### config.mk
export PLATFORM = sky130hd
export DESIGN_NAME = div_seq_unit_flat
export DESIGN_NICKNAME = d
export VERILOG_FILES = /design/src/rtl/div_pkg.sv /design/src/rtl/div_seq_unit_if.sv /design/src/rtl/abs_negate.sv /design/src/rtl/div_seq_unit.sv /design/src/flat_wrapper.sv
export SDC_FILE = /design/constraint.sdc
export NUM_CORES = 1
export LEC_CHECK = 0
export CAP_MARGIN = 20
export CORE_MARGIN = 2
export CORE_UTILIZATION = 42
export CTS_CLUSTER_DIAMETER = 30
export DETAILED_ROUTE_END_ITERATION = 7
export GPL_TIMING_DRIVEN = 0
export MAX_ROUTING_LAYER = met4
export PLACE_DENSITY = 0.69
export SLEW_MARGIN = 20
export SYNTH_ARGS = -nofsm -noshare
export SYNTH_HDL_FRONTEND = slang
export SYNTH_SLANG_ARGS = --single-unit
### constraint.sdc
create_clock -name clock -period 6 [get_ports clock]
set_input_delay 0.9 -clock clock [delete_from_list [all_inputs] [get_ports clock]]
set_output_delay 0.9 -clock clock [all_outputs]
set_load 0.01 [all_outputs]
### src/rtl/div_pkg.sv
// Shared types and constants for the sequential signed divider.
package div_pkg;

    localparam int unsigned DIV_WIDTH = 32;
    localparam int unsigned DIV_CNT_W = $clog2(DIV_WIDTH);

    typedef enum logic [1:0] {
        IDLE,
        CALC,
        FIX,
        ZERO
    } div_state_t;

endpackage

### src/rtl/div_seq_unit_if.sv
// Request/response bundle between the control unit and the divider.
interface div_seq_unit_if
    import div_pkg::*;
#(
    parameter int unsigned WIDTH = DIV_WIDTH
);

    logic             start;
    logic [WIDTH-1:0] a;
    logic [WIDTH-1:0] b;
    logic             busy;
    logic             done;
    logic             div_zero;
    logic [WIDTH-1:0] hi;
    logic [WIDTH-1:0] lo;

    modport master (
        output start, a, b,
        input  busy, done, div_zero, hi, lo
    );

    modport slave (
        input  start, a, b,
        output busy, done, div_zero, hi, lo
    );

endinterface

### src/rtl/abs_negate.sv
// Two's-complement conditional negate; with negate tied to the MSB it yields the magnitude.
module abs_negate #(
    parameter int unsigned WIDTH = 32
) (
    input  logic [WIDTH-1:0] value,
    input  logic             negate,
    output logic [WIDTH-1:0] result
);

    assign result = negate ? (~value + 1'b1) : value;

endmodule

### src/rtl/div_seq_unit.sv
// Radix-2 restoring signed divider: quotient on lo, remainder on hi, MIPS div semantics.
module div_seq_unit
    import div_pkg::*;
#(
    parameter int unsigned WIDTH = DIV_WIDTH
) (
    input logic          clock,
    input logic          reset,
    div_seq_unit_if.slave bus
);

    localparam int unsigned RemW = WIDTH + 1;

    div_state_t           state_q;
    logic [WIDTH:0]       rem_q;
    logic [WIDTH-1:0]     quo_q;
    logic [WIDTH-1:0]     dvs_q;
    logic [DIV_CNT_W-1:0] count_q;
    logic                 sign_q;
    logic                 sign_r;
    logic                 busy_q;
    logic                 done_q;
    logic                 div_zero_q;
    logic [WIDTH-1:0]     hi_q;
    logic [WIDTH-1:0]     lo_q;

    logic [WIDTH-1:0] a_mag;
    logic [WIDTH-1:0] b_mag;
    logic [WIDTH-1:0] lo_fixed;
    logic [WIDTH-1:0] hi_fixed;

    abs_negate #(.WIDTH(WIDTH)) u_abs_a (
        .value  (bus.a),
        .negate (bus.a[WIDTH-1]),
        .result (a_mag)
    );

    abs_negate #(.WIDTH(WIDTH)) u_abs_b (
        .value  (bus.b),
        .negate (bus.b[WIDTH-1]),
        .result (b_mag)
    );

    abs_negate #(.WIDTH(WIDTH)) u_fix_lo (
        .value  (quo_q),
        .negate (sign_q),
        .result (lo_fixed)
    );

    // A finished remainder is below |b| <= 2^(WIDTH-1), so the low WIDTH bits hold it.
    abs_negate #(.WIDTH(WIDTH)) u_fix_hi (
        .value  (rem_q[WIDTH-1:0]),
        .negate (sign_r),
        .result (hi_fixed)
    );

    logic [WIDTH+1:0] rem_shift;
    logic [WIDTH+1:0] rem_sub;
    logic             take;

    always_comb begin
        rem_shift = {rem_q, quo_q[WIDTH-1]};
        rem_sub   = rem_shift - {2'b00, dvs_q};
        take      = rem_shift >= {2'b00, dvs_q};
    end

    always_ff @(posedge clock or negedge reset) begin
        if (!reset) begin
            state_q    <= IDLE;
            rem_q      <= '0;
            quo_q      <= '0;
            dvs_q      <= '0;
            count_q    <= '0;
            sign_q     <= 1'b0;
            sign_r     <= 1'b0;
            busy_q     <= 1'b0;
            done_q     <= 1'b0;
            div_zero_q <= 1'b0;
            hi_q       <= '0;
            lo_q       <= '0;
        end else begin
            done_q <= 1'b0;
            unique case (state_q)
                IDLE: begin
                    if (bus.start) begin
                        busy_q <= 1'b1;
                        if (bus.b == '0) begin
                            state_q <= ZERO;
                        end else begin
                            state_q <= CALC;
                            quo_q   <= a_mag;
                            dvs_q   <= b_mag;
                            rem_q   <= '0;
                            count_q <= DIV_CNT_W'(WIDTH - 1);
                            sign_q  <= bus.a[WIDTH-1] ^ bus.b[WIDTH-1];
                            sign_r  <= bus.a[WIDTH-1];
                        end
                    end
                end
                CALC: begin
                    rem_q   <= RemW'(take ? rem_sub : rem_shift);
                    quo_q   <= {quo_q[WIDTH-2:0], take};
                    count_q <= count_q - 1'b1;
                    if (count_q == '0) begin
                        state_q <= FIX;
                    end
                end
                FIX: begin
                    lo_q       <= lo_fixed;
                    hi_q       <= hi_fixed;
                    done_q     <= 1'b1;
                    div_zero_q <= 1'b0;
                    busy_q     <= 1'b0;
                    state_q    <= IDLE;
                end
                ZERO: begin
                    done_q     <= 1'b1;
                    div_zero_q <= 1'b1;
                    busy_q     <= 1'b0;
                    state_q    <= IDLE;
                end
                default: state_q <= IDLE;
            endcase
        end
    end

    assign bus.busy     = busy_q;
    assign bus.done     = done_q;
    assign bus.div_zero = div_zero_q;
    assign bus.hi       = hi_q;
    assign bus.lo       = lo_q;

endmodule

### src/flat_wrapper.sv
// flat-port wrapper written by rule: the top's interface ports become plain ports
module div_seq_unit_flat import div_pkg::*;
#(
    parameter int unsigned WIDTH = DIV_WIDTH
)
  (clock, reset, bus_start, bus_a, bus_b, bus_busy, bus_done, bus_div_zero, bus_hi, bus_lo);
  div_seq_unit_if #(.WIDTH(WIDTH)) bus_i ();
  input logic clock;
  input logic reset;
  input wire logic [$bits(bus_i.start)-1:0] bus_start;
  input wire logic [$bits(bus_i.a)-1:0] bus_a;
  input wire logic [$bits(bus_i.b)-1:0] bus_b;
  output wire logic [$bits(bus_i.busy)-1:0] bus_busy;
  output wire logic [$bits(bus_i.done)-1:0] bus_done;
  output wire logic [$bits(bus_i.div_zero)-1:0] bus_div_zero;
  output wire logic [$bits(bus_i.hi)-1:0] bus_hi;
  output wire logic [$bits(bus_i.lo)-1:0] bus_lo;
  assign bus_i.start = bus_start;
  assign bus_i.a = bus_a;
  assign bus_i.b = bus_b;
  assign bus_busy = bus_i.busy;
  assign bus_done = bus_i.done;
  assign bus_div_zero = bus_i.div_zero;
  assign bus_hi = bus_i.hi;
  assign bus_lo = bus_i.lo;
  div_seq_unit #(.WIDTH(WIDTH)) u_core (.clock(clock), .reset(reset), .bus(bus_i));
endmodule
### Yosys cells after proc, flatten, opt, wreduce, memory -nomap -nowiden

Cells that the tools add are included.

* bitwise operators: 6
* reductions and logical operators: 11
* $lt $le $gt $ge: 1
* mux-type cells: 22
* $add $sub $neg: 6
* equal/unequal tests: 6

Operators by type and width (count)
* $mux W32: 6
* $add A32 B1 Y32 const B: 4
* $not A32 Y32: 4
* $mux W33: 3
* $pmux W33 S2: 1
* $pmux W32 S2: 1
* $ge A34 B32 Y1: 1
* $sub A33 B32 Y33: 1
* $logic_not A32 Y1: 1
* $mux W5: 2
* $pmux W5 S2: 1
* $mux W2: 3
* $pmux W2 S3: 1
* $reduce_and A3 Y1: 2
* $reduce_bool A2 Y1: 3
* $logic_not A5 Y1: 1
* $sub A5 B1 Y5 const B: 1
* $eq A2 B2 Y1 const B: 2
* $ne A2 B2 Y1 const B: 2
* $pmux W1 S2: 2
* $reduce_and A2 Y1: 2
* $eq A2 B1 Y1 const B: 1
* $logic_not A2 Y1: 1
* $mux W1: 2
* 4 further kinds: 4

* output and inout port bits: 67
* logic and storage cells: 64
* bits in registers: 173
* input port bits: 67

### Logic depth before layout (Yosys ltp)

* depth after elaboration: 6
* mapped depth: 14
* depth with buffers taken out: 12

### Cells and area by module

Synthesis repeated with hierarchy kept, for this count alone.

* cell total of the unflattened synthesis: 1285
* area total of the unflattened synthesis: 12065.3 um^2

Modules (own cells, without submodules)
* div_seq_unit: seq. area each 4329.2 um^2, cells an instance 889, area an instance 8957.3 um^2, times used 1
* abs_negate: seq. area each 0.0 um^2, cells an instance 99, area an instance 777.0 um^2, times used 4

### Worst setup path before layout

Ideal clock, no wire load.

* kind: input to register
* start: in bus_b[22]
* end: reg u_core.quo_q[31]
* stages: 9
* path buffers: 2
* data arrival time: 3.239 ns
* setup time: 0.126 ns
* required time: 5.874 ns
* path slack: 2.635 ns
* path through: or4_1 -> or4_1 -> or3_1 -> o31ai_1 -> a21o_1 -> buf_4 -> buf_4 -> nor2_1 -> a221o_1

* longest elaborated chain between the ends: 3

RTL lines
* start, declared: RTL line flat_wrapper.sv:12 `input wire logic [$bits(bus_i.b)-1:0] bus_b;`
* $logic_not A32 Y1: RTL line div_seq_unit.sv:87 `if (bus.b == '0) begin`
* $ne A2 B2 Y1 (no source line)
* $reduce_and A3 Y1 (no source line)
* end signal, assigned: RTL line div_seq_unit.sv:91 `quo_q <= a_mag;`
* end signal, assigned: RTL line div_seq_unit.sv:102 `quo_q <= {quo_q[WIDTH-2:0], take};`
* end, declared: RTL line div_seq_unit.sv:16 `logic [WIDTH-1:0] quo_q;`

No other way between the ends.
A chain may end at the register's enable or synchronous reset.

### Worst setup path in the final report

* start: in bus_b[0]
* end: reg u_core.sign_q

* longest elaborated chain between the ends: 3

RTL lines
* $logic_not A32 Y1: RTL line div_seq_unit.sv:87
* $not A1 Y1 (no source line)
* $reduce_and A3 Y1 (no source line)
* end signal, assigned: RTL line div_seq_unit.sv:95 `sign_q <= bus.a[WIDTH-1] ^ bus.b[WIDTH-1];`
* end, declared: RTL line div_seq_unit.sv:19 `logic sign_q;`

No other way between the ends.

==> results.py <==
metrics = {
    "floorplan": {
        "core_area_um2": 26900,
        "die_area_um2": 28600,
        "rows": 60,
        "die_x_um": 169,
        "initial_core_util": 0.426,
        "die_height_um": 169,
        "io_pins": 134,
    },
    "place": {
        "place.gp.congestion": 0.939,
        "portBuffers": 133,
        "dp_slack_ns": 1.46,
        "hpwl_mm": 26.7,
    },
    "synth": {
        "synth_edf_count": 0,
        "mappedNetlistNets": 1476,
        "ys.flop_type": "dfrtp_1",
        "yosysWarnings": 0,
        "syn_area_per_cell_um2": 8.35,
        "syn_area_um2": 11400,
        "synth.distinct_cells": 67,
        "yosysSeqAreaShare": 0.379,
        "ys_seq_elements": 173,
        "synthArstFlopShare": 1.00,
        "postSynthCellCount": 1370,
    },
    "run_status": {
        "status": "finished, final reports clean",
    },
    "clock_network": {
        "cts_tree": "done",
        "cts_resized": 0,
        "post_cts_buffers": 0,
        "clock_sinks": 173,
        "clkTransAtPathRegs_ns": 0.08,
        "clk_path_buf_depth": 2,
        "htreeDepth": 4,
        "cts_made_buffers": 17,
        "clock_latency_ns": 0.44,
        "root_buffer": "clkbuf_16",
        "ctsHoldBuffers": 0,
    },
    "cells_and_area": {
        "n_antenna_cell": 0,
        "final_nets": 1630,
        "drive_gt1_frac": 0.0462,
        "area_growth_pct": 21.0,
        "nFillCells": 2634,
    },
    "job": {
        "cap_violations": 0,
    },
    "setup_path": {
        "critPathMaxStageDelay_ns": 0.67,
        "cp_max_fo": 10,
        "ff2ff_path_depth": 12,
        "crit_arrival_ns": 4.38,
        "worstSetupEndpointType": "flip-flop",
        "worstReg2RegEnd": "u_core.rem_q[29]",
        "slowest_stage": "or4b_2",
        "r2r-start": "u_core.rem_q[8]",
        "criticalPathCategory": "in2reg",
        "worst_setup_path_start_kind": "input pin",
        "worstPathRequired_ns": 6.32,
        "crit_chain": "clkdlybuf4s50_1, inv_1, ha_1, or4b_2, nor3_1, nand3_1, nor3_1, nor2_1, nand2_1, buf_2, buf_2, nand2_1, o21ai_0",
        "r2r_slack_ns": 1.95,
    },
    "grt": {
        "grt_use_total": 0.242,
        "grt_pass1_wl_mm": 53.3,
        "grt_max_degree": 73,
        "grt_pass1_vias": 9915,
        "overflow": 0,
        "antenna_found_initial": 0,
    },
    "route": {
        "top_layer": "met4",
        "firstDrtPassIters": 7,
        "vias_per_cell": 5.61,
        "wl_met1_mm": 16.2,
        "met2WireLength_mm": 15.0,
        "route.met3.wl_mm": 1.92,
        "totalWireLength_mm": 33.5,
        "ant_nets": 0,
        "vias": 10500,
        "avgRoutedWirePerCell_um": 17.9,
        "drc_errors": 0,
        "drtIter0Drc": 747,
    },
    "sta": {
        "rsz0062_at_grt": "false",
        "tightest_slew_ns": 0.752,
        "hold_ws_ns": 0.350,
        "period_share": 0.678,
        "final_max_slew_viol_count": 0,
        "hold_viol_final": 0,
        "fmax_mhz": 246,
        "setup_viol_count_final": 0,
        "max_slew_margin": 0.492,
        "min_period_ns": 4.07,
        "setup_slack_ns": 1.93,
        "finClkSkew_ns": 0.0153,
    },
    "pwr": {
        "max-vdd-ir-drop_v": 0.000244,
        "powerDensity_nw_per_um2": 573,
        "p_leak_nw": 5.80,
    },
    "worst_hold_path": {
        "hold_path_class": "in2async",
    },
}
cell usage in the layout, fill, tap and decap left out, types with 17 or more instances in the layout:
| cell type | count |
|---|---|
| o21ai_0 | 165 |
| o31ai_1 | 36 |
| a21oi_1 | 91 |
| mux2i_1 | 29 |
| nand3_1 | 23 |
| nor3_1 | 19 |
| xnor2_1 | 62 |
| xor2_1 | 83 |
| clkbuf_16 | 17 |
| clkbuf_1 | 63 |
| nand2_1 | 203 |
| dfrtp_1 | 173 |
| nand4_1 | 19 |
| inv_1 | 58 |
| ha_1 | 38 |
| o41ai_1 | 20 |
| or4_1 | 17 |
| clkdlybuf4s50_1 | 132 |
| nor2_1 | 102 |
kinds of logic after synthesis:
| family | synth area share |
|---|---|
| AND/OR/NAND/NOR | 0.177 |
| AO/OA/AOI/OAI | 0.213 |
| flip-flops | 0.379 |
| XOR/XNOR | 0.111 |
| buffers and inverters | 0.0469 |
| adder cells (fa/ha/maj) | 0.0433 |
| multiplexers | 0.0303 |
synth_stat cells, types with 5 or more instances:
cell | instances | share of area
or3_1 | 14 | 0.0077
xor2_1 | 83 | 0.064
o41ai_1 | 20 | 0.015
nand2_1 | 203 | 0.067
nand3_1 | 23 | 0.010
and3_1 | 5 | 0.0027
o21ai_1 | 5 | 0.0022
or4_1 | 17 | 0.011
a21o_1 | 13 | 0.0085
nor3_1 | 19 | 0.0083
nor4_1 | 9 | 0.0049
nor2b_1 | 5 | 0.0027
a221o_1 | 6 | 0.0053
o31ai_1 | 36 | 0.024
inv_1 | 58 | 0.019
a21oi_1 | 91 | 0.040
o221ai_1 | 5 | 0.0038
nand2b_1 | 7 | 0.0038
buf_2 | 12 | 0.0053
mux2_2 | 5 | 0.0049
nor2_1 | 102 | 0.033
o21a_1 | 6 | 0.0039
ha_1 | 38 | 0.042
mux2i_1 | 29 | 0.025
xnor2_1 | 62 | 0.047
o211ai_1 | 7 | 0.0046
clkbuf_1 | 63 | 0.021
nand4_1 | 19 | 0.010
dfrtp_1 | 173 | 0.38
o21ai_0 | 165 | 0.072
final cells by class:
| cell class | count | area, µm² | share of cell area |
|---|---|---|---|
| Buffer | 79 | 319 | 0.0231 |
| Clock buffer | 17 | 425 | 0.0307 |
| Clock inverter | 15 | 154 | 0.0111 |
| Inverter | 58 | 218 | 0.0157 |
| Multi-Input combinational cell | 1060 | 6570 | 0.475 |
| Sequential cell | 173 | 4330 | 0.313 |
| Tap cell | 341 | 427 | 0.0308 |
| Timing Repair Buffer | 135 | 1390 | 0.101 |
sequential cells by signal, indices dropped and copies added, names as in the netlist, 2 cells and up:
signal / count
u_core.bus.lo: 32
u_core.bus.hi: 32
u_core.state_q: 2
u_core.rem_q: 33
u_core.dvs_q: 32
u_core.quo_q: 32
u_core.count_q: 5
metrics by stage:
step | total power, mW | instance area [µm²] | cells | setup TNS (ns) | util
6_report | 7.92 | 13800 | 1878 | 0 | 0.515
5_1_grt | 8.55 | 13800 | 1878 | 0 | 0.515
4_1_cts | 7.87 | 13800 | 1878 | 0 | 0.515
3_5_place_dp | 6.77 | 13300 | 1846 | 0 | 0.493
3_3_place_gp | 6.68 | 13200 | 1844 | -530.71 | 0.491
2_1_floorplan | 5.34 | 11400 | 1370 | 0 | -
worst max-delay path: cells and delay by family:
kind / cells / cell delay (ns)
AND/OR/NAND/NOR: 7 / 1.96
buffers and inverters: 4 / 1.17
adder cells (fa/ha/maj): 1 / 0.21
AO/OA/AOI/OAI: 1 / 0.14
metal layers:
metal  up-vias  track usage
li1       5166            -
met1      5027        0.348
met2       320        0.370
met3        23       0.0313
met4         0       0.0468
met5         -            -
report_power, final:
part           internal [mW]  switching [mW]  leakage, nW  total (mW)
logic                   1.93            2.65         3.36        4.58
registers               1.67           0.584         2.16        2.25
clock network          0.554           0.537        0.281        1.09
total                   4.15            3.77         5.80        7.92
worst max-delay path by stage:
stage                              to  cells after the start  startpoint
floorplan            u_core.quo_q[31]                      9   bus_b[22]
global placement    u_core.bus.lo[12]                      1       reset
detailed placement    u_core.quo_q[2]                     12    bus_b[0]
CTS                   u_core.quo_q[2]                     12    bus_b[0]
global route            u_core.sign_q                     13    bus_b[1]
finish                  u_core.sign_q                     13    bus_b[0]
(Power assumes the default switching activity.)
==> edit, RTL diff (same flow settings) <==
Change the package constant `DIV_WIDTH` from 32 to 64.
--- a/src/rtl/div_pkg.sv
+++ b/src/rtl/div_pkg.sv
@@ -1,7 +1,7 @@
 // Shared types and constants for the sequential signed divider.
 package div_pkg;
 
-    localparam int unsigned DIV_WIDTH = 32;
+    localparam int unsigned DIV_WIDTH = 64;
     localparam int unsigned DIV_CNT_W = $clog2(DIV_WIDTH);
 
     typedef enum logic [1:0] {
Ports: changed (resized bus_a, bus_b, bus_hi and bus_lo); port bits go from 134 to 262. The function was not compared with the original's and may differ.
==> edit against the original RTL <==
- core utilization grew 3.1 points
- synthesized cell count rose by 91%
- power is 120% higher
- sequential share of layout area down 2.0 points
- fmax shrank 18%
- synthesized area rose by 93%
- setup slack got worse by 0.87 ns
- sequential cell count rose by 161
- non-clock buffer count up 209
- final area grew 110%
- combinational power grew 97%
- wire length up 140%
- highest routed layer unchanged
==> edit: results <==
{
  "outcome": "finished, final reports clean",
  "fraction_of_final_layout_cells_sized_beyond_drive_strength_1": 0.06893,
  "non_clock_inverter_count": 108,
  "vdd_ir_drop_max_mv": 0.2629,
  "total_nets_after_synthesis": 2822,
  "numCtsBuffers": 80,
  "cell_count_after_synthesis": 2620,
  "core-area_mm2": 0.05224,
  "worst_r2r_path_depth": 15,
  "final_net_count": 3168,
  "clockPowerShare": 0.255,
  "total_leakage_power_uw": 0.01183,
  "wire_per_inst_um": 21.56,
  "seq_share": 0.2933,
  "dpl.cell_count": 3572,
  "grt_util_all_layers": 0.3017,
  "seqPwrFrac": 0.235,
  "first_global_vias": 20600,
  "synth.mux.area_fraction": 0.007420,
  "worstSkewPairLatency_ns": 0.61,
  "number_of_signal_net_buffers_in_the_layout": 423,
  "first_iter_violations": 2084,
  "intPower_uw": 9569,
  "share_of_synthesized_cell_area_in_full_adder_half_adder_and_majority_cells": 0.04056,
  "arr_time_crit_path_ns": 5.41,
  "drt_pre_antenna_iters": 6,
  "synthTopCellsByArea": "sky130_fd_sc_hd__dfrtp_1 (38%), sky130_fd_sc_hd__o21ai_0 (9.7%), sky130_fd_sc_hd__xor2_1 (8.6%)",
  "layout.sequential_cells": 334,
  "cts_buffer_depth": 3,
  "worst_reg_to_reg_setup_slack_ns": 1.07,
  "pin_count_of_the_biggest_net_entering_global_routing": 99,
  "final-instance-count-excl-fill": 3720,
  "timing.max_slew.rel_slack": 0.2429,
  "numPortBuffers": 260,
  "filler_cell_count": 4778,
  "vias_per_cell": 5.814,
  "area_fraction_in_compound_gates_after_synthesis": 0.2442,
  "hpwl_after_detailed_placement_um": 62460,
  "multiInputCombCellCount": 2019,
  "clock_skew_ns": 0.02627,
  "critical_path.reg2reg.startpoint": "u_core.quo_q[63]",
  "synth.yosys.seq_area_share": 0.3784,
  "multiInputGateArea_mm2": 0.01274,
  "clock_transition_at_the_register_clock_pins_on_the_worst_setup_and_hold_paths_after_cts_ns": 0.05,
  "cp_peak_stage_delay_ns": 0.78,
  "cts_htree_levels": 3
}
-- edit: kinds of logic after synthesis --
logic type,count (synthesis)
AO/OA/AOI/OAI,878
XOR/XNOR,305
adder cells (fa/ha/maj),71
buffers and inverters,267
flip-flops,334
multiplexers,16
AND/OR/NAND/NOR,749
-- edit: layer usage --
metal  vias to the layer above  part of all wire  global-route usage
met5                         -                 0                   -
met2                       906              0.44              0.4374
met1                     10490              0.47              0.4343
li1                      10120                 -                   -
met3                       113             0.079             0.04980
met4                         0             0.019             0.08101
-- edit: critical path: cells and delay by family (launching register included) --
kind / cells / cell delay [ns]
adder cells (fa/ha/maj): 2 / 0.56
buffers and inverters: 3 / 0.75
flip-flops: 1 / 0.45
multiplexers: 1 / 0.27
AND/OR/NAND/NOR: 3 / 0.35
AO/OA/AOI/OAI: 6 / 2.42
